`src/rtl/spi_xfer_sequencer.sv`:
```
// Moves TX FIFO words through an SPI shift engine, one at a time. Each word is
// framed by slave select, optionally spaced by idle cycles and grouped into bursts.
module spi_xfer_sequencer #(
    parameter int DATA_W = 32,
    parameter int CNT_W  = 8
) (
    input  logic              pclk,
    input  logic              preset_n,
    input  logic              enable,
    input  logic              swr,
    input  logic [CNT_W-1:0]  tx_dly,
    input  logic [CNT_W-1:0]  burst_len,
    input  logic              tx_empty,
    input  logic [DATA_W-1:0] tx_rdata,
    output logic              tx_ren,
    input  logic              rx_full,
    output logic              rx_wen,
    output logic [DATA_W-1:0] rx_wdata,
    output logic              start_req,
    input  logic              start_ack,
    input  logic              xfer_done,
    output logic [DATA_W-1:0] shift_wdata,
    input  logic [DATA_W-1:0] shift_rdata,
    output logic              ss_n,
    output logic              busy,
    output logic              burst_done,
    output logic              rx_ovf_err,
    output logic [2:0]        state_dbg
);

    typedef enum logic [2:0] {
        S_IDLE  = 3'd0,
        S_LOAD  = 3'd1,
        S_START = 3'd2,
        S_WAIT  = 3'd3,
        S_STORE = 3'd4,
        S_DELAY = 3'd5
    } state_t;

    localparam logic [CNT_W-1:0] CNT_ONE = {{(CNT_W-1){1'b0}}, 1'b1};

    state_t           state;
    state_t           next_state;
    logic [CNT_W-1:0] burst_cnt;
    logic [CNT_W-1:0] burst_cnt_inc;
    logic [CNT_W-1:0] dly_cnt;
    logic             burst_last;
    logic             cont_ok;
    logic             capture;

    assign burst_cnt_inc = burst_cnt + CNT_ONE;
    assign burst_last    = (burst_len != '0) && (burst_cnt_inc == burst_len);
    assign cont_ok       = enable && !tx_empty;

    // Handshake: start_req rises on START entry and holds until start_ack is
    // sampled high; the engine may raise xfer_done in that same acknowledge cycle.
    assign capture = xfer_done &&
                     ((state == S_WAIT) || ((state == S_START) && start_ack));

    assign state_dbg = state;

    always_ff @(posedge pclk or negedge preset_n) begin
        if (!preset_n) begin
            state <= S_IDLE;
        end else begin
            state <= next_state;
        end
    end

    always_comb begin
        next_state = state;
        case (state)
            S_IDLE: begin
                if (cont_ok) next_state = S_LOAD;
            end
            S_LOAD: begin
                next_state = S_START;
            end
            S_START: begin
                if (start_ack) next_state = xfer_done ? S_STORE : S_WAIT;
            end
            S_WAIT: begin
                if (xfer_done) next_state = S_STORE;
            end
            S_STORE: begin
                if (burst_last || !enable) begin
                    next_state = S_IDLE;
                end else if (tx_dly != '0) begin
                    next_state = S_DELAY;
                end else begin
                    next_state = cont_ok ? S_LOAD : S_IDLE;
                end
            end
            S_DELAY: begin
                if (dly_cnt <= CNT_ONE) next_state = cont_ok ? S_LOAD : S_IDLE;
            end
            default: begin
                next_state = S_IDLE;
            end
        endcase
        // Soft reset overrides every transition, including in-flight transfers.
        if (swr) next_state = S_IDLE;
    end

    always_comb begin
        tx_ren     = 1'b0;
        rx_wen     = 1'b0;
        rx_ovf_err = 1'b0;
        burst_done = 1'b0;
        start_req  = 1'b0;
        busy       = (state != S_IDLE);
        if (!swr) begin
            case (state)
                S_LOAD: begin
                    tx_ren = !tx_empty;
                end
                S_START: begin
                    start_req = 1'b1;
                end
                S_STORE: begin
                    rx_wen     = !rx_full;
                    rx_ovf_err = rx_full;
                    burst_done = burst_last;
                end
                default: begin
                end
            endcase
        end
    end

    always_ff @(posedge pclk or negedge preset_n) begin
        if (!preset_n) begin
            ss_n        <= 1'b1;
            shift_wdata <= '0;
            rx_wdata    <= '0;
            burst_cnt   <= '0;
            dly_cnt     <= '0;
        end else if (swr) begin
            ss_n        <= 1'b1;
            shift_wdata <= '0;
            rx_wdata    <= '0;
            burst_cnt   <= '0;
            dly_cnt     <= '0;
        end else begin
            if (state == S_LOAD) shift_wdata <= tx_rdata;
            if (capture) rx_wdata <= shift_rdata;

            // Slave select stays low across LOAD->...->LOAD chains within a frame.
            if (next_state == S_IDLE) begin
                ss_n <= 1'b1;
            end else if (state == S_LOAD) begin
                ss_n <= 1'b0;
            end

            if (next_state == S_IDLE) begin
                burst_cnt <= '0;
            end else if (state == S_STORE) begin
                burst_cnt <= burst_cnt_inc;
            end

            if ((state == S_STORE) && (next_state == S_DELAY)) begin
                dly_cnt <= tx_dly;
            end else if (state == S_DELAY) begin
                dly_cnt <= dly_cnt - CNT_ONE;
            end
        end
    end

endmodule

```
`config.mk`:
```
export PLATFORM = sky130hd
export DESIGN_NAME = spi_xfer_sequencer
export DESIGN_NICKNAME = d
export VERILOG_FILES = /design/src/rtl/spi_xfer_sequencer.sv
export SDC_FILE = /design/constraint.sdc
export NUM_CORES = 1
export LEC_CHECK = 0
export ABC_AREA = 1
export CORE_UTILIZATION = 48
export DETAILED_ROUTE_END_ITERATION = 6
export PLACE_DENSITY = 0.87
export SYNTH_ARGS = -nofsm -noshare
export SYNTH_HDL_FRONTEND = slang
export SYNTH_SLANG_ARGS = --single-unit
```
`constraint.sdc`:
```
create_clock -name pclk -period 3.55 [get_ports pclk]
set_input_delay 0.5325 -clock pclk [delete_from_list [all_inputs] [get_ports pclk]]
set_output_delay 0.5325 -clock pclk [all_outputs]
set_load 0.01 [all_outputs]
```
Word level (Yosys, flattened, before mapping)
Index checks and enable logic that the tools add are counted.
{"block": "word_totals", "reg_bits": 84, "in_bits": 88, "output_inout_bits": 74, "word_cells": 69}
{"block": "op_classes", "addsub": 2, "magnitude_cmp": 1, "n_eq_ne": 7, "n_mux": 33, "reduce_logical": 20}
{"cell": "$mux 32", "count": 4}
{"cell": "$mux 8", "count": 6}
{"cell": "$mux 3", "count": 8}
{"cell": "$pmux 3 s6", "count": 1}
{"cell": "$reduce_bool 8->1", "count": 2}
{"cell": "$mux 1", "count": 14}
{"cell": "$reduce_bool 3->1", "count": 4}
{"cell": "$eq 3x3->1 const B", "count": 3}
{"cell": "$add 8x1->8 const B", "count": 1}
{"cell": "$eq 8x8->1", "count": 1}
{"cell": "$le 8x1->1 const B", "count": 1}
{"cell": "$sub 8x1->8 const B", "count": 1}
{"cell": "$eq 3x2->1 const B", "count": 2}
{"cell": "$logic_not 3->1", "count": 2}
{"cell": "$logic_and 1x1->1", "count": 5}
{"cell": "$reduce_bool 2->1", "count": 2}
{"cell": "$eq 3x1->1 const B", "count": 1}
{"cell": "$logic_not 1->1", "count": 3}
{"cell": "$logic_or 1x1->1", "count": 2}

Longest topological paths before layout
Gate-level depths: netlist of the first run.
{"block": "logic_depth", "ltp_word": 11, "mapped_depth": 17, "ltp_nobuf": 17}

Worst setup path after synthesis of the first run
Ideal clock, no wire load.
{"block": "synth_timing", "path_type": "input -> output", "startpoint": "input swr", "endpoint": "output burst_done", "arrival_time_ns": 1.697, "required_time_ns": 3.017, "path_slack_ns": 1.321, "path_stages": 6, "path_buffers": 3, "cell_sequence": "buf_2 inv_1 clkbuf_1 clkbuf_1 nand2_1 nor2_1"}
{"block": "synth_between", "elab_chain_cells": 1}
{"item": "start, declared", "line_no": "10", "rtl": "input logic swr,"}
{"item": "$mux 1", "line_no": "112", "rtl": "if (!swr) begin"}
{"item": "end, declared", "line_no": "26", "rtl": "output logic burst_done,"}
Every way passes these cells.

Worst setup path in the final report of the first run
{"block": "layout_timing", "startpoint": "register burst_cnt[0]", "endpoint": "output burst_done"}
{"block": "layout_between", "elab_chain_cells": 5}
{"item": "start, declared", "line_no": "44", "rtl": "logic [CNT_W-1:0] burst_cnt;"}
{"item": "start signal, assigned", "line_no": "158", "rtl": "burst_cnt <= burst_cnt_inc;"}
{"item": "$add 8x1->8", "line_no": "51", "rtl": "assign burst_cnt_inc = burst_cnt + CNT_ONE;"}
{"item": "$eq 8x8->1", "line_no": "52", "rtl": "assign burst_last = (burst_len != '0) && (burst_cnt_inc == burst_len);"}
{"item": "$logic_and 1x1->1", "line_no": "52"}
{"item": "$mux 1", "line_no": "113", "rtl": "case (state)"}
{"item": "$mux 1", "line_no": "112"}
Every way passes these cells.

==> results_dict.tcl, run 1 <==
set metrics [dict create \
    synth_compound_area_frac 0.0624 \
    busiest_layer "met2" \
    clkTransAtPathRegs_ns 0.08 \
    synth.avg_cell_area_um2 7.83 \
    via_per_inst 5.26 \
    setup_viol 0 \
    synth-edff-count 0 \
    grt_pass1_vias 3900 \
    synth.area.top_cells "dfrtp_1 50%, nand2_1 13%, nand3_1 11%" \
    drv_cap 0 \
    cts_buffers 9 \
    area_growth_pct 45.9 \
    synthSimpleGateAreaFrac 0.333 \
    clk_latency_ns 0.35 \
    ys_types 31 \
    firstDrtPassIters 4 \
    min_path_type "in2async" \
    cts_num_sinks 84 \
    pre_cts_slack_ns 0.673 \
    final.fill_count 604 \
    powerDensity_mw_per_mm2 335 \
    required_ns 3.02 \
    clock_path_buffers 2 \
    synth-seq-area-share 0.502 \
    fin_crit_sh 0.874 \
    detail_route.iter0.violations 199 \
    overflow 0 \
    met1_usage 0.318 \
    worstPathBufferInverterCount 1 \
    tns_ns 0 \
    track_usage 0.257 \
    synth.largest_area_cell "dfrtp_1" \
    max_freq_mhz 322 \
    portBuffers 161 \
    synth_common_cells "142 x nand2_1, 96 x nand3_1, 83 x dfrtp_1, 60 x inv_1, 34 x o21ai_0" \
    final_max_slew_viol_count 0 \
    synth.area.mux_share 0 \
    synth_top_area_share 0.496 \
    crit_path_top_delay_cell "clkdlybuf4s50_1" \
    grt_pass1_wl_um 18000 \
    finalHoldViolations 0 \
    cts_root_buffer "clkbuf_8" \
    diodes 0 \
    multiInputGateArea_mm2 0.00175 \
    min_period_ns 3.10 \
    async_flop_share 1.00 \
    antenna_found_initial 0 \
    slew_headroom 0.306 \
    crit_top_cell "nor2_1" \
    critPathLaunchType "flop" \
    grt_max_degree 85 \
    drc 0 \
    io_pins 162 \
    end_kind "primary output" \
    vias 4199 \
    fp-row-count 33 \
    status "finished clean" \
    synthXorXnorAreaFrac 0.0125 \
    rsz0062_at_grt "false" \
    die_h_um 95.4 \
    fin_skew_ns 0.0125 \
    route.final.wire_length_um 11500 \
    p_leak_uw 0.00277 \
    tightest_slew_ns 1.04 \
    synth_area_mm2 0.00419 \
    finalNetCount 779 \
    ys_warn_count 0 \
    syn-instance-count 535 \
    die-area_mm2 0.00910 \
    crit_chain "ha_1 > nand2_1 > nor2_2 > nand2_1 > nand2_1 > nor2_1 > nor2_1 > nand3_1 > nor2_1 > nand2_2 > nor2_1 > clkdlybuf4s50_1" \
    htreeDepth 3 \
    crit_family "simple AND/OR/NAND/NOR gates" \
    tritoncts "done" \
    syn_nets 626 \
    synth_adder_area_share 0.00896 \
    drive_above_1_share 0.0635 \
    core_mm2 0.00834 \
    dp_hpwl_um 8230 \
    worstPathArrival_ns 2.57 \
    cpPeakStageDelay_ns 0.54 \
    initial_core_util 0.502 \
    met2_usage 0.425 \
    ir_worst_vdd_mv 0.181 \
    path_max_fanout 6 \
    post_cts_buffers 0 \
    critPathKind "reg2out" \
    ctsHoldBuffers 0 \
    synth_most_common_cell "nand2_1" \
    seqCellArea_mm2 0.00210 \
    setup_ws_ns 0.447 \
    gp_congestion 0.898 \
    die_width_um 95.4 \
    synthFlopType "dfrtp_1" \
    wl_per_cell_um 14.5 \
    postRouteAntennaNets 0 \
    synth_top_family_by_area "simple AND/OR/NAND/NOR gates" \
    ys_ff_latch 84 \
    postCtsResizedCells 0 \
    grt_use_met3 0.0630 \
]
cell type report:
cell class / count / area share
Clock buffer: 11 / 0.0231
Clock inverter: 5 / 0.0139
Inverter: 65 / 0.0399
Sequential cell: 84 / 0.344
Tap cell: 105 / 0.0215
Timing Repair Buffer: 167 / 0.271
Multi-Input combinational cell: 361 / 0.287
kinds of logic after synthesis:
| kind of cell | Yosys count |
|---|---|
| fa+ha+maj | 3 |
| buf+inv | 90 |
| simple gates | 302 |
| compound gates | 50 |
| flops | 84 |
| xor+xnor | 6 |
worst paths after layout:
check	startpoint	end	slack [ns]	cells after the start
worst max-delay path	burst_cnt[0]	burst_done	0.45	12
worst min-delay path	preset_n	rx_wdata[12]	0.35	1
worst max register to register	burst_cnt[0]	dly_cnt[0]	1.07	17
worst min register to register	ss_n	ss_n	0.48	2
max in group asynchronous	preset_n	dly_cnt[0]	2.51	1
min in group pclk	ss_n	ss_n	0.48	2
cell usage in the layout (no fill, tap or decap), types with 2 or more instances in the layout:
master and count:
clkdlybuf4s50_1 160, nand2_1 142, nand3_1 96, dfrtp_1 83, inv_1 59, o21ai_0 33
nor2_1 22, a21oi_1 15, nand4_1 13, clkbuf_8 10, buf_4 7, nor4_1 5
nor2_2 5, nor3_1 4, inv_2 4, nand3_2 4, xnor2_1 4, ha_1 3
nand2_2 2, nand3b_1 2, clkinv_1 2, xor2_1 2, clkinv_4 2, bufinv_16 2
worst reg2reg max path: stages, from the launching register on:
cell     delay [ns]
dfrtp_1        0.47
ha_1           0.24
nand2_1        0.15
nor2_2         0.14
nand2_1        0.07
nand2_1        0.10
nor2_1         0.05
nor2_1         0.11
nand3_1        0.08
nor2_1         0.12
nand2_2        0.08
nand3_2        0.11
nand2_4        0.11
nand3_4        0.16
nand3_2        0.09
inv_2          0.17
nand2_1        0.09
nand2_1        0.08
power breakdown:
group          total [uW]  internal, uW  switching (uW)
Clock                 758           418             340
Sequential            994           979            14.8
Combinational         295           154             141
Total                2050          1550             495
routing by layer:
metal	vias up	wire length [um]
li1	2042	-
met1	1938	4860
met2	189	5400
met3	30	972
met4	0	301
met5	-	0
sequential cells by signal, indices dropped and copies added, names as in the netlist:
signal       cells
state_dbg        3
shift_wdata     32
ss_n             1
rx_wdata        32
dly_cnt          8
burst_cnt        8
through the flow:
stage               total power [uW]  utilization  hold slack (ns)  instances  instance area, um2
finish                          2050        0.733            0.354        798                6110
floorplan                       1110            -            0.237        535                4190
global route                    2130        0.733            0.436        798                6110
global placement                1300        0.705            0.461        782                5880
detailed placement              1310        0.705            0.470        782                5880
CTS                             2070        0.733            0.400        798                6110
No activity file was read; power rests on OpenSTA's default activity.
==> run 2, diff against run 1 <==
- ABC_CLOCK_PERIOD_IN_PS: not set -> 3550
==> results of run 2 <==
No change in the layout: final DEF, timing and power equal those of run 1.
==> run 3, diff against run 2 <==
- CELL_PAD_IN_SITES_DETAIL_PLACEMENT: not set -> 1
- CELL_PAD_IN_SITES_GLOBAL_PLACEMENT: not set -> 1
- CORE_MARGIN: not set -> 8
- DONT_BUFFER_PORTS: not set -> 1
- PLACE_DENSITY: 0.87 -> not set
- PLACE_DENSITY_LB_ADDON: not set -> 0.1
==> run 3 against run 2 <==
Sequential cell count did not move. First-iteration DRC count fell by 3.5%. Critical path depth down 1. Final cell count shrank 20%. Non-clock buffer count down 160. Clock power shrank 4.2%. Register-to-register slack better by 0.03 ns. Hold slack got worse by 0.26 ns. Sequential share of layout area is 12 points higher. Critical path type unchanged.
==> results_dict.tcl, run 3 (same netlist as run 1, synthesis figures left out) <==
set metrics [dict create \
    antenna_found_initial 0 \
    core_mm2 0.00859 \
    r2r-end "burst_cnt[3]" \
    tritoncts "done" \
    cpPeakStageDelay_ns 0.46 \
    required_ns 3.02 \
    area_growth_pct 7.83 \
    htreeDepth 3 \
    route.final.wire_length_um 13100 \
    final_common_cell "nand2_1" \
    fin_skew_ns 0.0111 \
    largestRegisters "rx_wdata: 32 flops, shift_wdata: 32 flops" \
    fp-row-count 34 \
    fin_cells 641 \
    gp_congestion 0.787 \
    post_cts_buffers 0 \
    pre_cts_slack_ns 1.11 \
    drv_cap 0 \
    path_max_fanout 6 \
    dp_hpwl_um 9710 \
    end_kind "primary output" \
    regToRegSetupSlack_ns 1.10 \
    clk_latency_ns 0.35 \
    tightest_slew_ns 1.09 \
    die-area_mm2 0.0120 \
    track_usage 0.215 \
    cts_root_buffer "clkbuf_8" \
    overflow 0 \
    final_max_slew_viol_count 0 \
    drc 0 \
    powerDensity_mw_per_mm2 415 \
    layout_common_cells "142 x nand2_1, 96 x nand3_1, 83 x dfrtp_1, 59 x inv_1, 33 x o21ai_0" \
    status "finished clean" \
    cts_num_sinks 84 \
    die_width_um 109 \
    crit_path_top_delay_cell "dfrtp_1" \
    seqCellArea_mm2 0.00210 \
    final.fill_count 1083 \
    io_pins 162 \
    grt_pass1_vias 3852 \
    critPathLaunchType "flop" \
    clock_path_buffers 2 \
    crit_family "simple AND/OR/NAND/NOR gates" \
    max_freq_mhz 379 \
    drive_above_1_share 0.0826 \
    p_leak_uw 0.00218 \
    min_path_type "in2async" \
    worstPathArrival_ns 2.11 \
    ir_worst_vdd_mv 0.228 \
    rsz0062_at_grt "false" \
    slew_headroom 0.271 \
    finalNetCount 619 \
    grt_max_degree 84 \
    die_h_um 109 \
    multiInputGateArea_mm2 0.00175 \
    postRouteAntennaNets 0 \
    wl_per_cell_um 20.4 \
    crit_top_cell "nor2_1" \
    worstPathBufferInverterCount 0 \
    crit_chain "ha_1 > nand2_1 > nor2_2 > nand2_1 > nand2_1 > nor2_1 > nor2_1 > nand3_1 > nor2_1 > nand2_2 > nor2_1" \
    clkTransAtPathRegs_ns 0.09 \
    critPathKind "reg2out" \
    via_per_inst 5.61 \
    place_inst 623 \
    cts_buffers 9 \
    detail_route.iter0.violations 192 \
    rr_worst_depth 16 \
    firstDrtPassIters 6 \
    fin_crit_sh 0.744 \
    min_period_ns 2.64 \
    finalHoldViolations 0 \
    setup_viol 0 \
    initial_core_util 0.487 \
    diodes 0 \
    grt_pass1_wl_um 20300 \
    setup_ws_ns 0.908 \
    r2r_start "burst_cnt[0]" \
    portBuffers 0 \
    tns_ns 0 \
    hold_ws_ns 0.0984 \
    vias 3593 \
]
## run 3: metal layers
metal	global-route usage	vias up	wire [um]
met5	0	-	0
met4	0.0559	0	235
met3	0.0639	17	1310
met2	0.372	121	6460
met1	0.254	1740	5100
li1	-	1715	-
## run 3: cell type report
cell class	instances	share of cell area
Clock buffer	10	0.0305
Clock inverter	6	0.0155
Inverter	65	0.0540
Multi-Input combinational cell	361	0.388
Sequential cell	84	0.466
Tap cell	108	0.0299
Timing Repair Buffer	7	0.0166
## run 3: where the power goes
group | total (uW) | internal [uW] | switching, uW | leakage, uW
registers | 1010 | 980 | 33.8 | 0.00116
logic | 133 | 33.6 | 99.4 | 0.000919
clock network | 726 | 350 | 376 | 0.0000955
total | 1870 | 1360 | 509 | 0.00218
## run 3: worst max path at each step
stage                      start      endpoint  slack [ns]  cells past startpoint
finish              burst_cnt[0]    burst_done        0.91                     11
global route        burst_cnt[0]    burst_done        0.73                     11
CTS                 burst_cnt[0]    burst_done        0.89                     11
detailed placement  burst_cnt[0]  burst_cnt[3]        1.11                     16
global placement    burst_cnt[0]  burst_cnt[2]        1.21                     16
floorplan                    swr    burst_done        1.32                      6
## run 3: metrics by stage
stage,util,total power (uW),area (um2)
after floorplan,-,1110,4190
after global placement,0.497,1140,4270
after detailed placement,0.497,1140,4270
after CTS,0.525,1880,4520
after global routing,0.525,1940,4520
final,0.525,1870,4520
## run 3: timing repair
item                                    4_1_cts  5_1_grt
endpoints found under the setup margin        0        0
hold buffers                                  2        0
gates resized for setup                       0        0
hold endpoints to repair                     83        0
## run 3: worst register-to-register path, stage by stage (launching register included)
cell	delay [ns]
dfrtp_1	0.46
ha_1	0.26
nand2_1	0.14
nor2_2	0.13
nand2_1	0.07
nand2_1	0.07
nor2_1	0.04
nor2_1	0.11
nand3_1	0.07
nor2_1	0.12
nand2_2	0.09
nand2_1	0.07
o21ai_0	0.07
nand2_1	0.11
clkinv_1	0.28
nand4_1	0.18
nand2_1	0.07
